**config.mk**
```make
export PLATFORM = sky130hd
export DESIGN_NAME = fifo_sync_flags
export DESIGN_NICKNAME = d
export VERILOG_FILES = /design/src/rtl/fifo_sync_flags.sv
export SDC_FILE = /design/constraint.sdc
export NUM_CORES = 1
export LEC_CHECK = 0
export CAP_MARGIN = 20
export CORE_MARGIN = 3
export CORE_UTILIZATION = 49
export DETAILED_ROUTE_END_ITERATION = 8
export GPL_ROUTABILITY_DRIVEN = 0
export GPL_TIMING_DRIVEN = 0
export PLACE_DENSITY = 0.66
export SYNTH_ARGS = -nofsm -noshare
export SYNTH_HDL_FRONTEND = slang
export SYNTH_SLANG_ARGS = --single-unit
export TNS_END_PERCENT = 50
```
**constraint.sdc**
```tcl
create_clock -name clk -period 2.65 [get_ports clk]
set_clock_uncertainty 0.1 [all_clocks]
set_input_delay 0.3975 -clock clk [delete_from_list [all_inputs] [get_ports clk]]
set_output_delay 0.3975 -clock clk [all_outputs]
set_load 0.02 [all_outputs]
```
**src/rtl/fifo_sync_flags.sv**
```systemverilog
// Single-clock FIFO with occupancy count, programmable almost-full/almost-empty
// flags, protected pointers, sticky overflow/underflow flags, synchronous flush
// and an optional first-word-fall-through read port.
//
// Storage is a DEPTH-entry register array read combinationally. In standard
// mode the popped word is captured into rdata on the read edge. In FWFT mode
// rdata/rvalid form a one-word output stage holding the head of the queue; the
// array only holds the words behind it. A write into an FWFT FIFO whose array
// is empty and whose output stage is free (or being freed) bypasses the array
// straight into the output stage, so the word is presented right after its
// write edge.
module fifo_sync_flags #(
  parameter int DATA_WIDTH   = 8,
  parameter int DEPTH_WIDTH  = 5,
  parameter int AFULL_LEVEL  = (2 ** DEPTH_WIDTH) - 2,
  parameter int AEMPTY_LEVEL = 1,
  parameter bit FWFT         = 1'b0
) (
  input  logic                  clk,
  input  logic                  rst,
  input  logic                  flush,
  input  logic                  wreq,
  input  logic [DATA_WIDTH-1:0] wdata,
  output logic                  wfull,
  output logic                  almost_full,
  input  logic                  rreq,
  output logic [DATA_WIDTH-1:0] rdata,
  output logic                  rvalid,
  output logic                  rempty,
  output logic                  almost_empty,
  output logic [DEPTH_WIDTH:0]  level,
  output logic                  overflow,
  output logic                  underflow,
  input  logic                  clr_err
);

  localparam int DEPTH = 2 ** DEPTH_WIDTH;
  localparam int LVL_W = DEPTH_WIDTH + 1;

  localparam logic [LVL_W-1:0] LVL_FULL   = LVL_W'(DEPTH);
  localparam logic [LVL_W-1:0] LVL_AFULL  = LVL_W'(AFULL_LEVEL);
  localparam logic [LVL_W-1:0] LVL_AEMPTY = LVL_W'(AEMPTY_LEVEL);
  localparam logic [LVL_W-1:0] LVL_ONE    = LVL_W'(1);

  // Sticky flag update: a new event in the clear cycle keeps the flag set.
  function automatic logic sticky_next(input logic cur, input logic set,
                                       input logic clr);
    return set | (cur & ~clr);
  endfunction

  // Pointer advance by one entry; the extra MSB is the wrap segment bit.
  function automatic logic [DEPTH_WIDTH:0] ptr_inc(input logic [DEPTH_WIDTH:0] p,
                                                   input logic en);
    return en ? (p + {{DEPTH_WIDTH{1'b0}}, 1'b1}) : p;
  endfunction

  logic [DATA_WIDTH-1:0] mem [DEPTH];

  logic [DEPTH_WIDTH:0]  wptr;
  logic [DEPTH_WIDTH:0]  rptr;
  logic [DEPTH_WIDTH:0]  wptr_nxt;
  logic [DEPTH_WIDTH:0]  rptr_nxt;
  logic [DEPTH_WIDTH:0]  ram_cnt;
  logic [LVL_W-1:0]      level_nxt;
  logic [DATA_WIDTH-1:0] rdata_nxt;
  logic                  rvalid_nxt;
  logic                  rempty_nxt;
  logic                  wr_ok;
  logic                  rd_ok;
  logic                  ram_we;
  logic                  ram_rd;
  logic                  ovf_evt;
  logic                  unf_evt;

  // Acceptance, storage routing and next-state computation.
  always_comb begin
    wr_ok      = wreq & ~wfull & ~flush;
    rd_ok      = rreq & ~rempty & ~flush;
    ovf_evt    = wreq & wfull & ~flush;
    unf_evt    = rreq & rempty & ~flush;
    ram_cnt    = wptr - rptr;
    ram_we     = 1'b0;
    ram_rd     = 1'b0;
    rdata_nxt  = rdata;
    rvalid_nxt = 1'b0;

    level_nxt = level;
    if (wr_ok && !rd_ok) begin
      level_nxt = level + LVL_ONE;
    end else if (rd_ok && !wr_ok) begin
      level_nxt = level - LVL_ONE;
    end

    if (FWFT) begin
      // rvalid doubles as the "output stage occupied" bit.
      if (!rvalid || rd_ok) begin
        if (ram_cnt != '0) begin
          ram_rd     = 1'b1;
          rdata_nxt  = mem[rptr[DEPTH_WIDTH-1:0]];
          rvalid_nxt = 1'b1;
          ram_we     = wr_ok;
        end else if (wr_ok) begin
          rdata_nxt  = wdata;
          rvalid_nxt = 1'b1;
        end
      end else begin
        rvalid_nxt = 1'b1;
        ram_we     = wr_ok;
      end
    end else begin
      ram_we = wr_ok;
      ram_rd = rd_ok;
      if (rd_ok) begin
        rdata_nxt  = mem[rptr[DEPTH_WIDTH-1:0]];
        rvalid_nxt = 1'b1;
      end
    end

    wptr_nxt = ptr_inc(wptr, ram_we);
    rptr_nxt = ptr_inc(rptr, ram_rd);

    // Flush wins over any request in the same cycle; rdata keeps its value.
    if (flush) begin
      level_nxt  = '0;
      wptr_nxt   = '0;
      rptr_nxt   = '0;
      rvalid_nxt = 1'b0;
      rdata_nxt  = rdata;
    end

    rempty_nxt = FWFT ? ~rvalid_nxt : (level_nxt == '0);
  end

  // Data array write; contents are deliberately left unreset.
  always_ff @(posedge clk) begin
    if (ram_we) begin
      mem[wptr[DEPTH_WIDTH-1:0]] <= wdata;
    end
  end

  // Pointers, occupancy and registered status flags.
  always_ff @(posedge clk or posedge rst) begin
    if (rst) begin
      wptr         <= '0;
      rptr         <= '0;
      level        <= '0;
      wfull        <= 1'b0;
      rempty       <= 1'b1;
      almost_full  <= 1'b0;
      almost_empty <= 1'b1;
    end else begin
      wptr         <= wptr_nxt;
      rptr         <= rptr_nxt;
      level        <= level_nxt;
      wfull        <= (level_nxt == LVL_FULL);
      rempty       <= rempty_nxt;
      almost_full  <= (level_nxt >= LVL_AFULL);
      almost_empty <= (level_nxt <= LVL_AEMPTY);
    end
  end

  // Read port: captured head word and its valid.
  always_ff @(posedge clk or posedge rst) begin
    if (rst) begin
      rdata  <= '0;
      rvalid <= 1'b0;
    end else begin
      rdata  <= rdata_nxt;
      rvalid <= rvalid_nxt;
    end
  end

  // Sticky error flags.
  always_ff @(posedge clk or posedge rst) begin
    if (rst) begin
      overflow  <= 1'b0;
      underflow <= 1'b0;
    end else begin
      overflow  <= sticky_next(overflow, ovf_evt, clr_err);
      underflow <= sticky_next(underflow, unf_evt, clr_err);
    end
  end

endmodule

```
==> results_dict.tcl, run 1 <==
set metrics [dict create \
    peakVddDrop_mv 0.587 \
    min_period_ns 2.65 \
    max-slew-margin-rel_pct 44.3 \
    syn_area_mm2 0.0116 \
    rsz0062_at_grt "yes" \
    grt_overflow_total 0 \
    synth_edf_count 256 \
    drc 0 \
    total_power_w 0.0112 \
    final_cell_mix "edfxtp_1, mux4_2, nor2_1" \
    critPathMaxFanout 8 \
    powerDensity_mw_per_mm2 828 \
    drive_above_1_share_pct 26.0 \
    rows 55 \
    avgRoutedWirePerCell_um 22.7 \
    cts_buffer_depth 3 \
    hp-class "in2async" \
    grt_pass1_wl_um 35800 \
    diodes 0 \
    firstDrtPassIters 4 \
    top_usage_layer "met2" \
    hpwlAfterDp_um 14900 \
    final_core_util_pct 59.0 \
    start_kind "flip-flop" \
    cts_tree "yes" \
    yosysUniqueCellTypes 47 \
    ctsRootBufferMaster "clkbuf_16" \
    use_met2_pct 28.1 \
    clkSlewWorstSetupHoldPaths_ns 0.07 \
    clock_latency_ns 0.55 \
    maxSlewViolCount 0 \
    cts_max_level 1 \
    nNetsFinal 698 \
    use_met3_pct 3.20 \
    ioPinCount 35 \
    async_flop_share_pct 10.8 \
    die_area_mm2 0.0255 \
    grt_pass1_vias 5901 \
    syn_to_final_growth_pct 17.1 \
    synth-seq-cells 287 \
    ctsHoldBuffers 0 \
    worst_slack_ns 0.00116 \
    setup_violations 0 \
    vias_per_cell 5.68 \
    status "finished clean" \
    die_w_um 160 \
    synth_warnings 0 \
    worst_setup_path_end_kind "flip-flop" \
    fin_setup_tns_ns 0 \
    grt_start_max_net_pins 33 \
    syn_inst 602 \
    initial_utilization_pct 50.4 \
    criticalPathCategory "reg2reg" \
    cp.arrival_ns 2.72 \
    final_common_cell "edfxtp_1" \
    ys_seq_area_share_pct 73.3 \
    max_freq_mhz 378 \
    p_leak_nw 4.30 \
    drt_iter0_drc 410 \
    drt_wl_total_um 23000 \
    core-area_mm2 0.0229 \
    die_y_um 160 \
    antenna_found_initial 0 \
    numCtsBuffers 30 \
    num_vias 5760 \
    max_cap_viol_count 0 \
    syn-num-nets 623 \
    critPathRequiredTime_ns 2.72 \
    cts_sinks 287 \
    syn_avg_cell_area_um2 19.2 \
    track_usage_pct 18.4 \
    io_buffers 34 \
    period_share_pct 100 \
    use_met1_pct 27.5 \
    synth_ff_type "edfxtp_1" \
    dp_slack_ns -0.459 \
    ant_nets 0 \
    hold_viol 0 \
    max_slew.worst_pin.slew_ns 0.833 \
]
==> critical path, stage by stage (launching register included) <==
cell and delay [ns]:
dfrtp_1 0.47, nand2b_4 0.22, nor2_1 0.33, nand2_1 0.39
nor2_1 0.76
==> metrics by stage <==
stage	instances	area (µm²)	hold slack, ns
after floorplan	602	11600	0.394
after detailed placement	950	12300	0.434
final	1014	13500	0.193
after CTS	1006	13300	0.174
after global routing	1014	13500	0.238
after global placement	949	12300	0.425
==> final timing paths <==
path                            from      endpoint  slack [ns]  depth (start not counted)
max in group asynchronous        rst  almost_empty        1.62                          3
min                              rst      rdata[2]        0.19                          2
min reg2reg                underflow     underflow        0.44                          2
min in group clk             clr_err      overflow        0.35                          2
max reg2reg                    wfull     mem[6][1]       0.001                          4
max                            wfull     mem[6][1]       0.001                          4
==> synth_stat cells (2+ instances only) <==
cell / n / area (µm²)
mux4_2: 64 / 1440
nor4_2: 4 / 50.1
o211ai_1: 8 / 60.1
o22ai_1: 9 / 56.3
nor2b_1: 3 / 18.8
a21oi_1: 4 / 20.0
buf_6: 4 / 45.0
nor2b_4: 2 / 27.5
xnor2_1: 3 / 26.3
mux2_4: 2 / 30.0
a211oi_1: 8 / 60.1
and3_1: 3 / 18.8
nand2_1: 23 / 86.3
nor2_1: 59 / 221
or3_1: 3 / 18.8
nor4b_2: 3 / 45.0
xor2_1: 6 / 52.6
nor3_1: 5 / 25.0
inv_1: 7 / 26.3
dfrtp_1: 29 / 726
clkbuf_1: 7 / 26.3
buf_2: 9 / 45.0
nand3b_1: 7 / 52.6
mux2_2: 8 / 90.1
nand4_1: 4 / 25.0
mux2i_1: 16 / 160
ha_1: 7 / 87.6
dfstp_2: 2 / 52.6
edfxtp_1: 256 / 7690
buf_1: 3 / 11.3
buf_4: 9 / 67.6
nand3_1: 10 / 50.1
==> flip-flops by register name, indices dropped and copies added, names as in the netlist <==
signal	cells
rvalid	1
underflow	1
rdata	8
wptr	5
wfull	1
almost_empty	1
rptr	5
almost_full	1
overflow	1
rempty	1
level	6
mem	256
==> layer usage <==
| metal | part of all wire [%] | routed length [µm] |
|---|---|---|
| met5 | 0 | 0 |
| met4 | 2.5 | 575 |
| met3 | 6.9 | 1590 |
| met2 | 47 | 10800 |
| met1 | 44 | 10100 |
==> area by class of cell <==
type	instances	area (µm²)
multi-input combinational	275	2880
clock buffer	38	842
timing repair buffer	43	548
tap	313	392
clock inverter	18	176
buffer	33	200
sequential	287	8470
fill	1676	9390
inverter	7	26.3
==> repair_timing <==
action	CTS	global route
setup buffers	0	0
hold endpoints to repair	0	0
resized for setup	1	7
endpoints found under the setup margin	8	233
==> kinds of logic after synthesis <==
logic type | after synthesis | synth area share (%)
flops | 287 | 73.3
simple gates | 133 | 6.14
mux | 90 | 14.9
buf+inv | 40 | 1.96
compound gates | 36 | 2.26
xor+xnor | 9 | 0.682
fa+ha+maj | 7 | 0.758
==> report_power, final <==
| group | switching, W | leakage (nW) | total [W] | internal (W) |
|---|---|---|---|---|
| clock | 0.00167 | 0.488 | 0.00420 | 0.00253 |
| combinational | 0.000930 | 1.11 | 0.00182 | 0.000886 |
| sequential | 0.000116 | 2.70 | 0.00518 | 0.00507 |
| total | 0.00272 | 4.30 | 0.0112 | 0.00849 |
(Power assumes the default switching activity.)
==> run 2: changes to the inputs <==
- PLACE_DENSITY: 0.66 -> 0.68
- clock period: 2.65 -> 2.4 ns (I/O delays scaled with it)
==> run 2 against run 1 <==
  * The run now ends with setup timing left
  * Sequential cell count stayed put
  * Core utilization is 0.15 points lower
  * Cell area is 0.25% lower
  * Worst setup slack worse by 0.15 ns
  * Die area stayed put
  * Combinational power is 11% higher
  * Routed wire length is 2.3% higher
  * Non-clock buffer count stayed put
  * Via count is 0.69% higher
  * Critical path depth stayed put
  * Register-to-register slack worse by 0.15 ns
  * Critical endpoint is now mem[22][4]
==> results_dict.tcl, run 2 (synthesis results as in run 1) <==
set metrics [dict create \
    hold_viol 0 \
    max_freq_mhz 393 \
    largest_reg_flops 256 \
    worst_setup_path_end_kind "flip-flop" \
    numCtsBuffers 29 \
    firstDrtPassIters 5 \
    ctsRootBufferMaster "clkbuf_16" \
    syn_to_final_growth_pct 16.8 \
    grt_pass1_wl_um 35900 \
    core-area_mm2 0.0229 \
    criticalPathCategory "reg2reg" \
    cp_top_family "simple AND/OR/NAND/NOR gates" \
    period_share_pct 106 \
    violations "setup timing" \
    setup_violations 224 \
    hp-class "in2async" \
    io_buffers 34 \
    drc 0 \
    grt_overflow_total 0 \
    r2r_start "wfull" \
    max_slew.worst_pin.slew_ns 0.690 \
    min_period_ns 2.55 \
    clkSlewWorstSetupHoldPaths_ns 0.06 \
    powerDensity_mw_per_mm2 890 \
    rows 55 \
    antenna_found_initial 0 \
    nNetsFinal 697 \
    path_buf_inv 0 \
    avgRoutedWirePerCell_um 23.3 \
    drive_above_1_share_pct 28.3 \
    rr_worst_depth 4 \
    initial_utilization_pct 50.4 \
    hpwlAfterDp_um 15200 \
    die_y_um 160 \
    cp.arrival_ns 2.61 \
    start_kind "flip-flop" \
    dp_slack_ns -0.679 \
    critPathMaxFanout 8 \
    cp_slowest_cell "nor2_2" \
    drt_iter0_drc 615 \
    die_area_mm2 0.0255 \
    maxSlewViolCount 0 \
    peakVddDrop_mv 0.555 \
    final_cell_mix "edfxtp_1, mux4_2, clkdlybuf4s50_1" \
    r2r_end "mem[22][4]" \
    cts_sinks 287 \
    final_common_cell "edfxtp_1" \
    multi_input_area_mm2 0.00295 \
    grt_pass1_vias 5993 \
    ff2ff_setup_slack_ns -0.15 \
    path_cells "nand2b_4, nor2_1, nand2_1, nor2_2" \
    num_vias 5800 \
    status "finished, violations left" \
    rsz0062_at_grt "yes" \
    vias_per_cell 5.73 \
    holdWs_ns 0.126 \
    p_leak_nw 4.26 \
    die_w_um 160 \
    post_cts_buffers 0 \
    ioPinCount 35 \
    max_cap_viol_count 0 \
    max-slew-margin-rel_pct 53.9 \
    ant_nets 0 \
    critPathRequiredTime_ns 2.47 \
    cts_max_level 1 \
    worst_slack_ns -0.145 \
    cts_buffer_depth 3 \
    critical-path-max-stage-delay_ns 0.62 \
    track_usage_pct 18.4 \
    drt_wl_total_um 23500 \
    grt_start_max_net_pins 33 \
    cts_tree "yes" \
    diodes 0 \
    clock_latency_ns 0.53 \
    fillers 1643 \
    seqCellArea_mm2 0.00847 \
]
[run 2: per-layer routing]
layer / vias to the layer above / track usage, % / wire, µm
met1: 3002 / 27.2 / 10400
met3: 27 / 3.04 / 1500
met5: - / 0 / 0
li1: 2562 / - / -
met4: 0 / 3.86 / 316
met2: 209 / 29.5 / 11400
[run 2: timing repair]
action / 4_1_cts / 5_1_grt
endpoints found under the setup margin: 256 / 256
resized for setup: 15 / 20
endpoints found under the hold margin: 0 / 0
hold buffers: 0 / 0
[run 2: area by class of cell]
type | count | area share, %
tap | 313 | 2.90
inverter | 7 | 0.195
sequential | 287 | 62.7
multi-input combinational | 275 | 21.9
clock inverter | 10 | 0.593
buffer | 33 | 1.48
clock buffer | 44 | 6.24
timing repair buffer | 43 | 3.97
[run 2: worst max-delay path by stage]
stage               startpoint          to  slack [ns]  depth (start not counted)
floorplan                wfull  mem[30][0]        0.43                          4
global placement          wreq  mem[22][0]       -0.60                          5
detailed placement        wreq  mem[20][0]       -0.68                          5
CTS                      wfull  mem[28][4]       -0.19                          4
global route             wfull  mem[22][4]       -0.23                          4
finish                   wfull  mem[22][4]       -0.15                          4
[run 2: where the power goes]
group          total, W  switching, W  internal [W]
Sequential      0.00573      0.000131       0.00560
Clock           0.00427       0.00175       0.00252
Combinational   0.00202       0.00104      0.000977
Total            0.0120       0.00292       0.00910
[run 2: through the flow]
| stage | std cells | utilization [%] | total power [W] | area, µm² | setup TNS, ns |
|---|---|---|---|---|---|
| after CTS | 1004 | 57.9 | 0.0121 | 13300 | -23.40 |
| final | 1012 | 58.9 | 0.0120 | 13500 | -15.83 |
| after floorplan | 602 | - | 0.00710 | 11600 | 0 |
| after global placement | 949 | 53.6 | 0.00776 | 12300 | -125.11 |
| after detailed placement | 950 | 53.7 | 0.00783 | 12300 | -140.19 |
| after global routing | 1012 | 58.9 | 0.0125 | 13500 | -44.45 |
